### config.mk
export PLATFORM = sky130hd
export DESIGN_NAME = iir_biquad_sequencer
export DESIGN_NICKNAME = d
export VERILOG_FILES = /design/src/rtl/iir_biquad_sequencer_pkg.sv /design/src/rtl/iir_biquad_sequencer_q22_sat_acc.sv /design/src/rtl/iir_biquad_sequencer.sv
export SDC_FILE = /design/constraint.sdc
export NUM_CORES = 1
export LEC_CHECK = 0
export ABC_CLOCK_PERIOD_IN_PS = 6800
export CAP_MARGIN = 10
export CORE_AREA = 2 2 216 218
export CTS_CLUSTER_SIZE = 40
export DETAILED_ROUTE_END_ITERATION = 10
export DIE_AREA = 0 0 218 220
export DONT_BUFFER_PORTS = 1
export REMOVE_ABC_BUFFERS = 1
export SYNTH_ARGS = -nofsm -noshare
export SYNTH_HDL_FRONTEND = slang
export SYNTH_SLANG_ARGS = --single-unit
export TNS_END_PERCENT = 30
### constraint.sdc
create_clock -name clk -period 6.8 [get_ports clk]
set_input_delay 1.7 -clock clk [delete_from_list [all_inputs] [get_ports clk]]
set_output_delay 1.7 -clock clk [all_outputs]
set_load 0.02 [all_outputs]
### src/rtl/iir_biquad_sequencer_pkg.sv
// Shared constants, types and helpers for the biquad sequencer.
package iir_biquad_sequencer_pkg;

  localparam int unsigned W     = 24;
  localparam int unsigned ACC_W = 27;
  localparam int unsigned CNT_W = 3;

  localparam logic signed [W-1:0] Q22_MAX = 24'sh7FFFFF;
  localparam logic signed [W-1:0] Q22_MIN = 24'sh800000;

  // Saturation bounds widened to accumulator width
  localparam logic signed [ACC_W-1:0] ACC_HI = {{(ACC_W-W){1'b0}}, Q22_MAX};
  localparam logic signed [ACC_W-1:0] ACC_LO = {{(ACC_W-W){1'b1}}, Q22_MIN};

  // Tap order: feed-forward terms first, then the subtracted feedback terms
  localparam logic [CNT_W-1:0] TAP_B0 = 3'd0;
  localparam logic [CNT_W-1:0] TAP_B1 = 3'd1;
  localparam logic [CNT_W-1:0] TAP_B2 = 3'd2;
  localparam logic [CNT_W-1:0] TAP_A1 = 3'd3;
  localparam logic [CNT_W-1:0] TAP_A2 = 3'd4;

  typedef enum logic [1:0] {
    ST_IDLE    = 2'd0,
    ST_ISSUE   = 2'd1,
    ST_COLLECT = 2'd2,
    ST_OUT     = 2'd3
  } state_t;

  typedef struct packed {
    logic [W-1:0] b0;
    logic [W-1:0] b1;
    logic [W-1:0] b2;
    logic [W-1:0] a1;
    logic [W-1:0] a2;
  } coef_t;

  // x0 is the sample being processed; the rest is filter history
  typedef struct packed {
    logic [W-1:0] x0;
    logic [W-1:0] x1;
    logic [W-1:0] x2;
    logic [W-1:0] y1;
    logic [W-1:0] y2;
  } hist_t;

  // Clamp an accumulator value into the Q2.22 range
  function automatic logic [W-1:0] sat_q22(input logic signed [ACC_W-1:0] acc);
    logic [W-1:0] r;
    if (acc > ACC_HI)      r = Q22_MAX;
    else if (acc < ACC_LO) r = Q22_MIN;
    else                   r = acc[W-1:0];
    return r;
  endfunction

  // Data operand for a given tap
  function automatic logic [W-1:0] tap_data(input logic [CNT_W-1:0] tap, input hist_t h);
    logic [W-1:0] d;
    case (tap)
      TAP_B0:  d = h.x0;
      TAP_B1:  d = h.x1;
      TAP_B2:  d = h.x2;
      TAP_A1:  d = h.y1;
      default: d = h.y2;
    endcase
    return d;
  endfunction

  // Coefficient operand for a given tap
  function automatic logic [W-1:0] tap_coef(input logic [CNT_W-1:0] tap, input coef_t c);
    logic [W-1:0] d;
    case (tap)
      TAP_B0:  d = c.b0;
      TAP_B1:  d = c.b1;
      TAP_B2:  d = c.b2;
      TAP_A1:  d = c.a1;
      default: d = c.a2;
    endcase
    return d;
  endfunction

endpackage

### src/rtl/iir_biquad_sequencer_q22_sat_acc.sv
// Wide accumulator with add/subtract select and a saturated Q2.22 view.
module q22_sat_acc
  import iir_biquad_sequencer_pkg::*;
(
  input  logic         clk,
  input  logic         rst_n,
  input  logic         clr,
  input  logic         en,
  input  logic         sub,
  input  logic [W-1:0] din,
  output logic [W-1:0] sat_c
);

  logic signed [ACC_W-1:0] acc_q;
  logic signed [ACC_W-1:0] acc_d;
  logic signed [ACC_W-1:0] din_ext;

  // Next accumulator value; clear wins over accumulate
  always_comb begin
    din_ext = {{(ACC_W-W){din[W-1]}}, din};
    acc_d   = acc_q;
    if (clr)     acc_d = '0;
    else if (en) acc_d = sub ? (acc_q - din_ext) : (acc_q + din_ext);
  end

  // Accumulator register
  always_ff @(posedge clk or negedge rst_n) begin
    if (!rst_n) acc_q <= '0;
    else        acc_q <= acc_d;
  end

  assign sat_c = sat_q22(acc_q);

endmodule

### src/rtl/iir_biquad_sequencer.sv
// Direct-Form-I biquad sequencer sharing one external pipelined multiplier.
module iir_biquad_sequencer
  import iir_biquad_sequencer_pkg::*;
(
  input  logic         clk,
  input  logic         rst_n,
  input  logic [W-1:0] x_in,
  input  logic         x_valid,
  output logic         x_ready,
  input  logic [W-1:0] coef_b0,
  input  logic [W-1:0] coef_b1,
  input  logic [W-1:0] coef_b2,
  input  logic [W-1:0] coef_a1,
  input  logic [W-1:0] coef_a2,
  input  logic         clear,
  output logic [W-1:0] mul_a,
  output logic [W-1:0] mul_b,
  output logic         mul_valid,
  input  logic [W-1:0] mul_p,
  input  logic         mul_pvalid,
  output logic [W-1:0] y_out,
  output logic         y_valid
);

  state_t           state_q, state_d;
  logic [CNT_W-1:0] issue_q, issue_d;
  logic [CNT_W-1:0] ret_q, ret_d;
  logic [CNT_W-1:0] outst_q, outst_d;
  hist_t            hist_q, hist_d;
  coef_t            coef_q, coef_d;
  logic             rdy_q, rdy_d;
  logic [W-1:0]     mul_a_d, mul_b_d, y_out_d;
  logic             mul_valid_d, y_valid_d;
  logic             accept, take;
  logic             acc_clr, acc_en, acc_sub;
  logic [W-1:0]     acc_sat_c;

  // Ready is registered but dropped immediately while clear is asserted
  assign x_ready = rdy_q & ~clear;

  q22_sat_acc u_acc (
    .clk   (clk),
    .rst_n (rst_n),
    .clr   (acc_clr),
    .en    (acc_en),
    .sub   (acc_sub),
    .din   (mul_p),
    .sat_c (acc_sat_c)
  );

  // Next-state, operand issue, product collection and history update
  always_comb begin
    state_d     = state_q;
    issue_d     = issue_q;
    ret_d       = ret_q;
    hist_d      = hist_q;
    coef_d      = coef_q;
    mul_a_d     = '0;
    mul_b_d     = '0;
    mul_valid_d = 1'b0;
    y_out_d     = y_out;
    y_valid_d   = 1'b0;
    acc_clr     = 1'b0;
    acc_en      = 1'b0;
    acc_sub     = 1'b0;
    accept      = x_valid && x_ready;
    take        = mul_pvalid && (outst_q != '0);
    outst_d     = outst_q + CNT_W'(mul_valid) - CNT_W'(take);

    if (clear) begin
      // In-flight products still drain through outst_d but never reach acc
      state_d   = ST_IDLE;
      issue_d   = '0;
      ret_d     = '0;
      hist_d.x1 = '0;
      hist_d.x2 = '0;
      hist_d.y1 = '0;
      hist_d.y2 = '0;
      acc_clr   = 1'b1;
    end else begin
      case (state_q)
        ST_IDLE: begin
          if (accept) begin
            hist_d.x0   = x_in;
            coef_d      = '{b0: coef_b0, b1: coef_b1, b2: coef_b2, a1: coef_a1, a2: coef_a2};
            issue_d     = TAP_B0;
            ret_d       = '0;
            mul_valid_d = 1'b1;
            mul_a_d     = x_in;
            mul_b_d     = coef_b0;
            state_d     = ST_ISSUE;
          end
        end
        ST_ISSUE: begin
          if (issue_q == TAP_A2) begin
            state_d = ST_COLLECT;
          end else begin
            issue_d     = issue_q + CNT_W'(1);
            mul_valid_d = 1'b1;
            mul_a_d     = tap_data(issue_d, hist_q);
            mul_b_d     = tap_coef(issue_d, coef_q);
          end
        end
        ST_OUT: begin
          y_out_d   = acc_sat_c;
          y_valid_d = 1'b1;
          hist_d.x2 = hist_q.x1;
          hist_d.x1 = hist_q.x0;
          hist_d.y2 = hist_q.y1;
          hist_d.y1 = acc_sat_c;
          acc_clr   = 1'b1;
          issue_d   = '0;
          state_d   = ST_IDLE;
        end
        default: begin
        end
      endcase

      // Products return in issue order; collection may overlap issue
      if (((state_q == ST_ISSUE) || (state_q == ST_COLLECT)) && take) begin
        acc_en  = 1'b1;
        acc_sub = (ret_q >= TAP_A1);
        if (ret_q == TAP_A2) begin
          ret_d   = '0;
          state_d = ST_OUT;
        end else begin
          ret_d = ret_q + CNT_W'(1);
        end
      end
    end

    // Ready only after a full idle cycle with the multiplier drained
    rdy_d = (state_q == ST_IDLE) && (state_d == ST_IDLE) && (outst_d == '0);
  end

  // State and output registers
  always_ff @(posedge clk or negedge rst_n) begin
    if (!rst_n) begin
      state_q   <= ST_IDLE;
      issue_q   <= '0;
      ret_q     <= '0;
      outst_q   <= '0;
      hist_q    <= '0;
      coef_q    <= '0;
      rdy_q     <= 1'b0;
      mul_a     <= '0;
      mul_b     <= '0;
      mul_valid <= 1'b0;
      y_out     <= '0;
      y_valid   <= 1'b0;
    end else begin
      state_q   <= state_d;
      issue_q   <= issue_d;
      ret_q     <= ret_d;
      outst_q   <= outst_d;
      hist_q    <= hist_d;
      coef_q    <= coef_d;
      rdy_q     <= rdy_d;
      mul_a     <= mul_a_d;
      mul_b     <= mul_b_d;
      mul_valid <= mul_valid_d;
      y_out     <= y_out_d;
      y_valid   <= y_valid_d;
    end
  end

endmodule

==> flow_metrics.env <==
export IMPL_vdd_drop_max_uv=223.5
export IMPL_cap_violations=0
export IMPL_critical_path_class="in -> reg"
export IMPL_design_area_um2=18650
export IMPL_final_common_cell="nand2_1"
export IMPL_placed_cell_area_um2=17280
export IMPL_ys_types=56
export IMPL_timing_fmax_ghz=0.2154
export IMPL_post_dp_hpwl_um=28810
export IMPL_dpl_cell_count=2382
export IMPL_synth_ff_type="dfrtp_1"
export IMPL_pre_cts_ws_ns=1.637
export IMPL_hold_class="reg -> reg"
export IMPL_ys_warnings_count=0
export IMPL_clkTransAtPathRegs_ns=0.06
export IMPL_slew_headroom=0.3731
export IMPL_grt_first_pass_wirelength_um=72870
export IMPL_p_leak_nw=9.024
export IMPL_status="finished, final reports clean"
export IMPL_cts_resized_gates=0
export IMPL_routed_wl_um=46090
export IMPL_grt_max_degree=354
export IMPL_drtIter0Drc=1018
export IMPL_mostFrequentLayoutCells="676 x nand2_1, 353 x dfrtp_1, 103 x nor2_1, 96 x a22oi_1, 90 x a21oi_1"
export IMPL_synth_edf_count=0
export IMPL_synthCells=1864
export IMPL_syn_to_final_growth_pct=11.81
export IMPL_io_pins=248
export IMPL_firstDrtPassIters=5
export IMPL_synth_avg_cell_area_um2=8.950
export IMPL_clock_root_buffer="clkbuf_16"
export IMPL_grt_pass1_vias=13070
export IMPL_wl_met1_um=21050
export IMPL_pwr_share_clk=0.397
export IMPL_diodes=0
export IMPL_numClockSinks=353
export IMPL_endpoint_kind="flip-flop"
export IMPL_period_minus_slack_ns=4.642
export IMPL_synth_area_top_cells="dfrtp_1 53%, nand2_1 15%, mux2i_1 4.6%"
export IMPL_post_route_period_util=0.6827
export IMPL_grt_usage=0.1929
export IMPL_grt_overflow=0
export IMPL_wl_met3_um=2982
export IMPL_synth_async_sr_flop_share=1.000
export IMPL_start_util=0.3637
export IMPL_synth_seq_cells=353
export IMPL_arrival_ns=5.11
export IMPL_die_w_um=218
export IMPL_powerDensity_nw_per_um2=302.5
export IMPL_synth_top_area_share=0.5295
export IMPL_nFillCells=4562
export IMPL_p_sw_mw=1.547
export IMPL_clk_latency_ns=0.56
export IMPL_via_count=13000
export IMPL_netlist_area_um2=16680
export IMPL_dieArea_um2=47960
export IMPL_fin_setup_tns_ns=0
export IMPL_yosysTopAreaCell="dfrtp_1"
export IMPL_row_count=79
export IMPL_viasPerCell=5.294
export IMPL_setup_viol=0
export IMPL_finClkSkew_ns=0.01267
export IMPL_setup_slack_ns=2.158
export IMPL_ant_nets=0
export IMPL_slew_violations=0
export IMPL_place_congestion=0.8388
export IMPL_stdcell_count=2456
export IMPL_tightest_slew_ns=0.9403
export IMPL_core_um2=45860
export IMPL_startpoint_type="primary input"
export IMPL_cp_max_fo=7
export IMPL_cts_htree_levels=2
export IMPL_holdBufCountCts=0
export IMPL_yosysSeqAreaShare=0.5295
export IMPL_critPathRequiredTime_ns=7.27
export IMPL_antenna_found_initial=1
export IMPL_cts_tree="built"
export IMPL_nNetsFinal=2036
export IMPL_drive_above_1_share=0.05949
export IMPL_top_layer="met5"
export IMPL_wire_per_inst_um=18.76
export IMPL_postCtsSetupBuffers=0
export IMPL_numCtsBuffers=42
export IMPL_swShare=0.2741
export IMPL_drc=0
export IMPL_seq_power_share=0.487
export IMPL_port_buffers=0
export IMPL_hold_viol=0
export IMPL_intPower_mw=4.096
export IMPL_cts_buffer_depth=3
export IMPL_pwr_share_comb=0.116
export IMPL_die_h_um=220
export IMPL_rsz0062_at_grt="false"
export IMPL_wl_met2_um=20790
[cells in the mapped netlist, drive strengths merged (9+ instances only)]
cell type  count
nand2        676
dfrtp        353
nor2         104
clkbuf        98
a22oi         96
a21oi         90
mux2i         76
nand3         68
o21ai         48
ha            42
xnor2         26
inv           25
a21o          17
nor3          16
xor2          15
buf           12
a31oi          9
[worst paths after layout]
check / start / end / depth (start not counted) / slack [ns]
min in group asynchronous: rst_n / coef_q[87] / 0 / 0.83
max in group asynchronous: rst_n / coef_q[65] / 0 / 5.33
min reg2reg: coef_q[70] / coef_q[70] / 2 / 0.48
max: mul_p[11] / u_acc.acc_q[26] / 15 / 2.16
max reg2reg: state_q[0] / u_acc.acc_q[26] / 14 / 2.40
min: coef_q[70] / coef_q[70] / 2 / 0.48
[worst max-delay path: stages]
cell	delay [ns]
or4_4	0.54
nor4b_4	0.34
nand3_1	0.12
nand2_1	0.18
o21ai_0	0.14
xnor2_1	0.15
ha_1	0.38
a21o_1	0.18
a21oi_1	0.21
o21ai_0	0.15
a31oi_1	0.19
a21boi_0	0.37
mux2i_1	0.27
o21ai_0	0.11
o31ai_1	0.07
[registers in the layout (all words and copies together), names as in the netlist]
| name | count |
|---|---|
| coef_q | 120 |
| hist_q | 120 |
| issue_q | 3 |
| mul_a | 24 |
| mul_b | 24 |
| mul_valid | 1 |
| outst_q | 3 |
| rdy_q | 1 |
| ret_q | 3 |
| state_q | 2 |
| u_acc.acc_q | 27 |
| y_out | 24 |
| y_valid | 1 |
[power groups by stage]
stage | sequential (mW) | clock (mW) | combinational, mW
detailed placement | 2.78 | 0 | 0.660
finish | 2.75 | 2.24 | 0.654
global route | 2.79 | 2.39 | 0.772
global placement | 2.76 | 0 | 0.631
floorplan | 2.71 | 0 | 0.528
CTS | 2.75 | 2.30 | 0.665
[final cells by class]
class	instances	area [um^2]	area share
Multi-Input combinational cell	1376	7431	0.3984
Clock inverter	15	118.9	0.006372
Sequential cell	353	8833	0.4736
Inverter	25	93.84	0.005031
Tap cell	607	759.5	0.04072
Clock buffer	59	1259	0.06748
Timing Repair Buffer	21	157.7	0.008452
[kinds of logic after synthesis]
group                      after synthesis  share of synthesized area
and+or+nand+nor                        913                     0.2224
DFF                                    353                     0.5295
AOI/OAI and AO/OA                      301                     0.1157
buffers and inverters                  135                    0.03068
muxes                                   77                    0.04628
adders and majority gates               44                    0.03390
xor gates and xnor gates                41                    0.02153
[stage by stage]
| stage | hold slack (ns) | power (mW) | utilization |
|---|---|---|---|
| floorplan | 0.4455 | 3.235 | - |
| global placement | 0.4568 | 3.390 | 0.3767 |
| detailed placement | 0.4615 | 3.435 | 0.3767 |
| CTS | 0.4795 | 5.706 | 0.4067 |
| global route | 0.4915 | 5.958 | 0.4067 |
| finish | 0.4762 | 5.642 | 0.4067 |
[metal layers]
metal  global-route usage  vias up
li1                     -     6147
met5                    0        -
met1               0.2634     6421
met2               0.3013      349
met4              0.06372        2
met3              0.04582       83
Note: power is estimated with default switching activity, not from simulation.
